`src/rtl/pwm_from_count.sv`:
```
// PWM generator driven by an upstream up_counter's count bus, with double-buffered duty,
// wrap pulse, sticky irq and period counter. Define PWM_POL_INV_EN for an active-low pwm_out.
module pwm_from_count #(
   parameter int WIDTH  = 8,
   parameter int PCNT_W = 16
) (
   input  logic              clk,
   input  logic              rst,
   input  logic [WIDTH-1:0]  count,
   input  logic              duty_wr,
   input  logic [WIDTH-1:0]  duty_in,
   input  logic              irq_clr,
   output logic              pwm_out,
   output logic              wrap,
   output logic              irq,
   output logic [WIDTH-1:0]  duty_active,
   output logic [PCNT_W-1:0] period_cnt
);

`ifdef PWM_POL_INV_EN
   localparam logic PWM_IDLE = 1'b1;
`else
   localparam logic PWM_IDLE = 1'b0;
`endif

   logic [WIDTH-1:0] count_q;
   logic             prev_valid;
   logic [WIDTH-1:0] shadow;
   logic             pending;

   logic             wrap_det;
   logic [WIDTH-1:0] duty_eff;
   logic             pending_next;
   logic             irq_next;
   logic             cmp;
   logic             pwm_next;

   // A count that drops below last cycle's sample is a period boundary (rollover or downward load).
   always_comb begin
      wrap_det = prev_valid && (count < count_q);
   end

   // A write coinciding with a wrap bypasses the shadow so the new duty governs this very period.
   always_comb begin
      duty_eff     = duty_active;
      pending_next = pending;
      if (wrap_det) begin
         pending_next = 1'b0;
         if (duty_wr) begin
            duty_eff = duty_in;
         end else if (pending) begin
            duty_eff = shadow;
         end
      end else if (duty_wr) begin
         pending_next = 1'b1;
      end
   end

   always_comb begin
      irq_next = irq;
      if (wrap_det) begin
         irq_next = 1'b1;
      end else if (irq_clr) begin
         irq_next = 1'b0;
      end
   end

   always_comb begin
      cmp = (count < duty_eff);
`ifdef PWM_POL_INV_EN
      pwm_next = ~cmp;
`else
      pwm_next = cmp;
`endif
   end

   always_ff @(posedge clk) begin
      if (rst) begin
         count_q     <= '0;
         prev_valid  <= 1'b0;
         shadow      <= '0;
         pending     <= 1'b0;
         duty_active <= '0;
         pwm_out     <= PWM_IDLE;
         wrap        <= 1'b0;
         irq         <= 1'b0;
         period_cnt  <= '0;
      end else begin
         count_q     <= count;
         prev_valid  <= 1'b1;
         pending     <= pending_next;
         duty_active <= duty_eff;
         pwm_out     <= pwm_next;
         wrap        <= wrap_det;
         irq         <= irq_next;
         if (duty_wr) begin
            shadow <= duty_in;
         end
         if (wrap_det) begin
            period_cnt <= period_cnt + 1'b1;
         end
      end
   end

endmodule

```
`config.mk`:
```
export PLATFORM = sky130hd
export DESIGN_NAME = pwm_from_count
export DESIGN_NICKNAME = d
export VERILOG_FILES = /design/src/rtl/pwm_from_count.sv
export SDC_FILE = /design/constraint.sdc
export NUM_CORES = 1
export LEC_CHECK = 0
export ABC_AREA = 1
export CORE_MARGIN = 2
export CORE_UTILIZATION = 54
export CTS_CLUSTER_DIAMETER = 60
export DETAILED_ROUTE_END_ITERATION = 10
export GPL_ROUTABILITY_DRIVEN = 0
export PLACE_DENSITY = 0.83
export SETUP_SLACK_MARGIN = 0.02
export SLEW_MARGIN = 10
export SYNTH_ARGS = -nofsm -noshare
export SYNTH_HDL_FRONTEND = slang
export SYNTH_SLANG_ARGS = --single-unit
```
`constraint.sdc`:
```
create_clock -name clk -period 4.2 [get_ports clk]
set_clock_uncertainty 0.15 [all_clocks]
set_input_delay 1.05 -clock clk [delete_from_list [all_inputs] [get_ports clk]]
set_output_delay 1.05 -clock clk [all_outputs]
set_load 0.01 [all_outputs]
```
==> results of run 1 <==
[routing by layer]
layer	vias up	GRT usage	share of wire
met5	-	0	0
met3	6	0.0510	0.056
met1	852	0.248	0.43
li1	978	-	-
met2	46	0.367	0.50
met4	0	0.0825	0.016
[cells in the mapped netlist]
cell	number	share of area
a21boi_0	1	0.0034
a21oi_1	17	0.038
a21oi_2	1	0.0039
and3_1	1	0.0028
and3_4	1	0.0051
buf_1	1	0.0017
buf_2	2	0.0045
clkbuf_1	2	0.0034
clkinv_4	1	0.0039
dfxtp_1	45	0.41
ha_1	15	0.085
inv_1	42	0.071
inv_2	4	0.0068
mux2i_1	3	0.014
nand2_1	59	0.10
nand2_2	1	0.0028
nand2_4	2	0.010
nand2_8	1	0.0090
nand2b_4	1	0.0062
nand3_1	4	0.0090
nand3b_1	1	0.0034
nand4_1	4	0.011
nand4_4	2	0.019
nor2_1	35	0.059
nor2_2	2	0.0056
nor2_4	3	0.015
nor2_8	1	0.0090
nor3_1	2	0.0045
nor3_4	1	0.0073
nor3b_2	1	0.0056
nor4_2	1	0.0056
nor4_4	1	0.0096
o211ai_1	1	0.0034
o21ai_0	14	0.032
o21ai_1	3	0.0068
o21bai_2	1	0.0051
o31ai_1	1	0.0034
xnor2_1	1	0.0039
xor2_1	1	0.0039
[state kept, by name, summed over array words and instances, names as in the netlist]
signal       count
pwm_out          1
pending          1
prev_valid       1
irq              1
wrap             1
period_cnt      16
count_q          8
duty_active      8
shadow           8
[final cells by class]
cell class | count | area share
multi-input combinational | 183 | 0.397
sequential | 45 | 0.321
timing repair buffer | 47 | 0.167
inverter | 47 | 0.0646
clock buffer | 6 | 0.0258
tap | 50 | 0.0223
clock inverter | 2 | 0.00356
[power by group]
part	switching, mW	leakage [nW]	internal, mW
clock network	0.142	0.0450	0.115
logic	0.0790	0.807	0.0659
registers	0.00771	0.368	0.445
total	0.229	1.22	0.626
[worst reg2reg max path, stage by stage, from the launching register on]
cell,delay [ns]
dfxtp_1,0.32
inv_1,0.04
ha_1,0.31
nand2_1,0.08
nand2_1,0.06
nor2_2,0.07
and3_4,0.24
nand2_8,0.10
nor2_8,0.13
inv_2,0.07
o21ai_1,0.13
inv_1,0.09
ha_1,0.30
nand2_1,0.07
o211ai_1,0.18
a21oi_1,0.06
[worst max-delay path by stage]
| stage | endpoint | slack, ns | cells past startpoint |
|---|---|---|---|
| 2_1_floorplan | pwm_out | 1.18 | 14 |
| 3_3_place_gp | pwm_out | 0.59 | 15 |
| 3_5_place_dp | pwm_out | 0.48 | 15 |
| 4_1_cts | pwm_out | 0.81 | 15 |
| 5_1_grt | pwm_out | 0.67 | 15 |
| 6_report | pwm_out | 0.79 | 15 |
[cells by family after synthesis]
family,after synthesis,share of synthesized area
flip-flops,45,0.406
adder cells (fa/ha/maj),15,0.0846
AND/OR/NAND/NOR,124,0.301
multiplexers,3,0.0135
buffers and inverters,52,0.0914
XOR/XNOR,2,0.00790
AO/OA/AOI/OAI,39,0.0959
[per-stage QoR]
step                hold slack (ns)   util  setup WS (ns)
global placement              0.302  0.687          0.587
global route                  0.346  0.708          0.671
detailed placement            0.309  0.687          0.481
floorplan                     0.290      -           1.18
finish                        0.322  0.708          0.788
CTS                           0.321  0.708          0.809
==> results.sh, run 1 <==
export IMPL_path_class="in2reg"
export IMPL_final_nets=364
export IMPL_portBuffers=46
export IMPL_num_rows=23
export IMPL_clock_sinks=45
export IMPL_whs_endpoint="shadow[0]"
export IMPL_final_instance_count_excl_fill=380
export IMPL_fmax_ghz=0.293
export IMPL_drtIter0Drc=78
export IMPL_nFillCells=343
export IMPL_p_per_area_nw_per_um2=304
export IMPL_required_ns=4.24
export IMPL_timing_critical_path_slowest_cell_delay_ns=0.45
export IMPL_viasPerCell=4.95
export IMPL_grt_pass1_wl_mm=7.16
export IMPL_synth_net_count=315
export IMPL_multi_input_area_um2=1110
export IMPL_mostFrequentLayoutCells="59 x nand2_1, 46 x clkdlybuf4s50_1, 45 x dfxtp_1"
export IMPL_layout_area_seq_um2=901
export IMPL_ys_seq_elements=45
export IMPL_reg2reg_slack_ns=1.68
export IMPL_antenna_found_initial=0
export IMPL_drc=0
export IMPL_yosysSeqAreaShare=0.406
export IMPL_drive_above_1_share=0.100
export IMPL_ant_nets=0
export IMPL_syn_area_um2=2220
export IMPL_totalWireLength_mm=4.52
export IMPL_area_growth_pct=26.7
export IMPL_cts_tree="built"
export IMPL_dpl_hpwl_mm=3.49
export IMPL_clk_pin_slew_ns=0.08
export IMPL_start_util=0.559
export IMPL_grt_max_degree=19
export IMPL_hp_class="reg2reg"
export IMPL_crit_buf_inv=3
export IMPL_cts_root_buffer="clkbuf_8"
export IMPL_post_cts_resized=0
export IMPL_die_w_um=68.1
export IMPL_maxSlewViolCount=0
export IMPL_critPathMaxFanout=9
export IMPL_maxCapViolCount=0
export IMPL_ctsLongestPathBuffers=2
export IMPL_hp_start="shadow[0]"
export IMPL_period_needed_ns=3.41
export IMPL_yosys_cell_types_count=39
export IMPL_ctsHoldBuffers=0
export IMPL_worstMarginPinSlew_ns=0.486
export IMPL_vdd_drop_max_mv=0.221
export IMPL_die_h_um=68.1
export IMPL_whs_path_depth=2
export IMPL_hold_viol_final=0
export IMPL_cp_slowest_cell="clkdlybuf4s50_1"
export IMPL_wire_per_inst_um=11.9
export IMPL_reg2reg_depth=15
export IMPL_vias=1882
export IMPL_arrival_ns=3.46
export IMPL_yosys_warnings=0
export IMPL_p_total_uw=854
export IMPL_rr_startpoint="count_q[7]"
export IMPL_critPathTopFamily="simple AND/OR/NAND/NOR gates"
export IMPL_timing_rr_end="pwm_out"
export IMPL_track_usage=0.211
export IMPL_synth_cells=280
export IMPL_endpoint_kind="register"
export IMPL_grt_pass1_vias=1669
export IMPL_cts_setup_buffers=0
export IMPL_post_place_cells=372
export IMPL_startpoint_type="primary input"
export IMPL_setup_viol=0
export IMPL_final_area_um2=2810
export IMPL_cp_cell_sequence="clkdlybuf4s50_1 > ha_1 > nand2_1 > nand2_1 > nor2_2 > and3_4 > nand2_8 > nor2_8 > inv_2 > o21ai_1 > inv_1 > ha_1 > nand2_1 > o211ai_1 > a21oi_1"
export IMPL_mostFrequentLayoutCell="nand2_1"
export IMPL_die_area_um2=4640
export IMPL_io_pins=47
export IMPL_htreeDepth=2
export IMPL_power_leakage_nw=1.22
export IMPL_syn_mean_instance_area_um2=7.92
export IMPL_n_antenna_cell=0
export IMPL_core_um2=3970
export IMPL_crit_top_cell="nand2_1"
export IMPL_crit_start="count[7]"
export IMPL_relSlewSlack=0.675
export IMPL_period_share=0.812
export IMPL_rsz0062_at_grt="false"
export IMPL_clk_latency_ns=0.30
export IMPL_firstDrtPassIters=4
export IMPL_status="completed"
export IMPL_grt_overflow=0
export IMPL_tns_ns=0
export IMPL_postPlaceCellArea_um2=2730
export IMPL_numCtsBuffers=5
No activity file was read; power rests on OpenSTA's default activity.
==> run 2, diff against run 1 <==
--- a/config.mk
+++ b/config.mk
@@ -7,11 +7,11 @@
 export LEC_CHECK = 0
 export ABC_AREA = 1
 export CORE_MARGIN = 2
-export CORE_UTILIZATION = 54
+export CORE_UTILIZATION = 46
 export CTS_CLUSTER_DIAMETER = 60
 export DETAILED_ROUTE_END_ITERATION = 10
 export GPL_ROUTABILITY_DRIVEN = 0
-export PLACE_DENSITY = 0.83
+export PLACE_DENSITY = 0.75
 export SETUP_SLACK_MARGIN = 0.02
 export SLEW_MARGIN = 10
 export SYNTH_ARGS = -nofsm -noshare
==> constraint.sdc (replaced) <==
create_clock -name clk -period 3 [get_ports clk]
set_clock_uncertainty 0.15 [all_clocks]
set_input_delay 0.75 -clock clk [delete_from_list [all_inputs] [get_ports clk]]
set_output_delay 0.75 -clock clk [all_outputs]
set_load 0.01 [all_outputs]
==> results.sh, run 2 (synthesis results as in run 1) <==
export IMPL_power_leakage_nw=1.35
export IMPL_wire_per_inst_um=11.4
export IMPL_status="completed"
export IMPL_post_place_cells=394
export IMPL_viasPerCell=4.70
export IMPL_largest_register_ffs=16
export IMPL_die_w_um=73.4
export IMPL_firstDrtPassIters=4
export IMPL_core_um2=4690
export IMPL_path_class="in2reg"
export IMPL_wl_met2_mm=2.18
export IMPL_postPlaceCellArea_um2=2870
export IMPL_fmax_ghz=0.353
export IMPL_hold_viol_final=0
export IMPL_wirelength_met1_mm=2.12
export IMPL_critPathMaxFanout=7
export IMPL_layout_area_seq_um2=901
export IMPL_ctsHoldBuffers=0
export IMPL_ant_nets=0
export IMPL_rsz0062_at_grt="false"
export IMPL_period_share=0.944
export IMPL_hp_start="shadow[0]"
export IMPL_worstMarginPinSlew_ns=0.414
export IMPL_portBuffers=46
export IMPL_grt_max_degree=30
export IMPL_area_growth_pct=36.9
export IMPL_clock_sinks=45
export IMPL_maxSlewViolCount=0
export IMPL_p_per_area_nw_per_um2=418
export IMPL_required_ns=3.04
export IMPL_arrival_ns=2.88
export IMPL_nFillCells=402
export IMPL_cts_root_buffer="clkbuf_8"
export IMPL_n_antenna_cell=0
export IMPL_vias=1894
export IMPL_ctsLongestPathBuffers=2
export IMPL_route_met3_wl_um=247
export IMPL_io_pins=47
export IMPL_multi_input_area_um2=1170
export IMPL_startpoint_type="primary input"
export IMPL_clk_latency_ns=0.30
export IMPL_final_area_um2=3040
export IMPL_period_needed_ns=2.83
export IMPL_endpoint_kind="register"
export IMPL_num_rows=25
export IMPL_drc=0
export IMPL_grt_pass1_vias=1753
export IMPL_top_layer="met4"
export IMPL_vdd_drop_max_mv=0.273
export IMPL_drive_above_1_share=0.172
export IMPL_clk_pin_slew_ns=0.08
export IMPL_final_instance_count_excl_fill=403
export IMPL_hp_class="reg2reg"
export IMPL_cts_tree="built"
export IMPL_antenna_found_initial=0
export IMPL_dpl_hpwl_mm=3.36
export IMPL_die_area_um2=5390
export IMPL_tns_ns=0
export IMPL_track_usage=0.175
export IMPL_start_util=0.473
export IMPL_mostFrequentLayoutCells="58 x nand2_1, 45 x dfxtp_1, 43 x clkdlybuf4s50_1"
export IMPL_finalHoldWorstSlack_ns=0.326
export IMPL_rr_startpoint="count_q[7]"
export IMPL_mostFrequentLayoutCell="nand2_1"
export IMPL_top_register="period_cnt"
export IMPL_die_h_um=73.4
export IMPL_relSlewSlack=0.723
export IMPL_crit_start="count[6]"
export IMPL_grt_overflow=0
export IMPL_numCtsBuffers=5
export IMPL_reg2reg_slack_ns=0.70
export IMPL_final_nets=383
export IMPL_drtIter0Drc=81
export IMPL_totalWireLength_mm=4.59
export IMPL_htreeDepth=2
export IMPL_maxCapViolCount=0
export IMPL_grt_pass1_wl_mm=7.36
export IMPL_setup_viol=0
[run 2: cell types whose count changed in the layout (fill, tap and decap cells not counted), sizes merged]
cell / delta
buf: +19
clkdlybuf4s50: -3
dlymetal6s2s: +3
[run 2: path summary, 6_finish.rpt]
path | cells past startpoint | end
worst max register to register | 15 | pwm_out
worst min-delay path | 2 | shadow[0]
worst min register to register | 2 | shadow[0]
worst max-delay path | 15 | pwm_out
[run 2: routing by layer]
metal  vias up  global-route usage
met4         0              0.0505
met5         -                   0
li1       1017                   -
met2        38               0.287
met1       834               0.223
met3         5              0.0494
[run 2: area by class of cell]
class / count / share of cell area
clock buffers: 6 / 0.0272
flip-flops and latches: 45 / 0.297
multi-input cells: 183 / 0.386
clock inverters: 2 / 0.00453
inverters: 47 / 0.0597
well taps: 54 / 0.0222
repair buffers: 66 / 0.203
[run 2: critical path, cell delays in order]
cell             delay, ns
clkdlybuf4s50_1       0.47
ha_4                  0.31
nand2_1               0.07
nor2_2                0.17
nand2_4               0.09
nand2_8               0.09
nor2_8                0.05
inv_2                 0.09
nand2_1               0.05
o31ai_1               0.06
inv_1                 0.10
ha_1                  0.28
nand2_1               0.06
o211ai_1              0.16
a21oi_1               0.06
[run 2: repair_timing]
action,4_1_cts,5_1_grt
resized for setup,0,13
setup endpoints to repair,0,1
buffers inserted,0,1
[run 2: where the power goes]
part,switching (mW),internal [mW]
clock,0.212,0.187
sequential,0.0115,0.623
combinational,0.119,0.119
total,0.342,0.929
[run 2: through the flow]
stage	total power [mW]	setup slack (ns)	util
2_1_floorplan	0.769	0.277	-
3_3_place_gp	0.869	-0.193	0.611
3_5_place_dp	0.873	-0.268	0.611
4_1_cts	1.27	0.0471	0.632
5_1_grt	1.33	0.00979	0.647
6_report	1.27	0.168	0.647
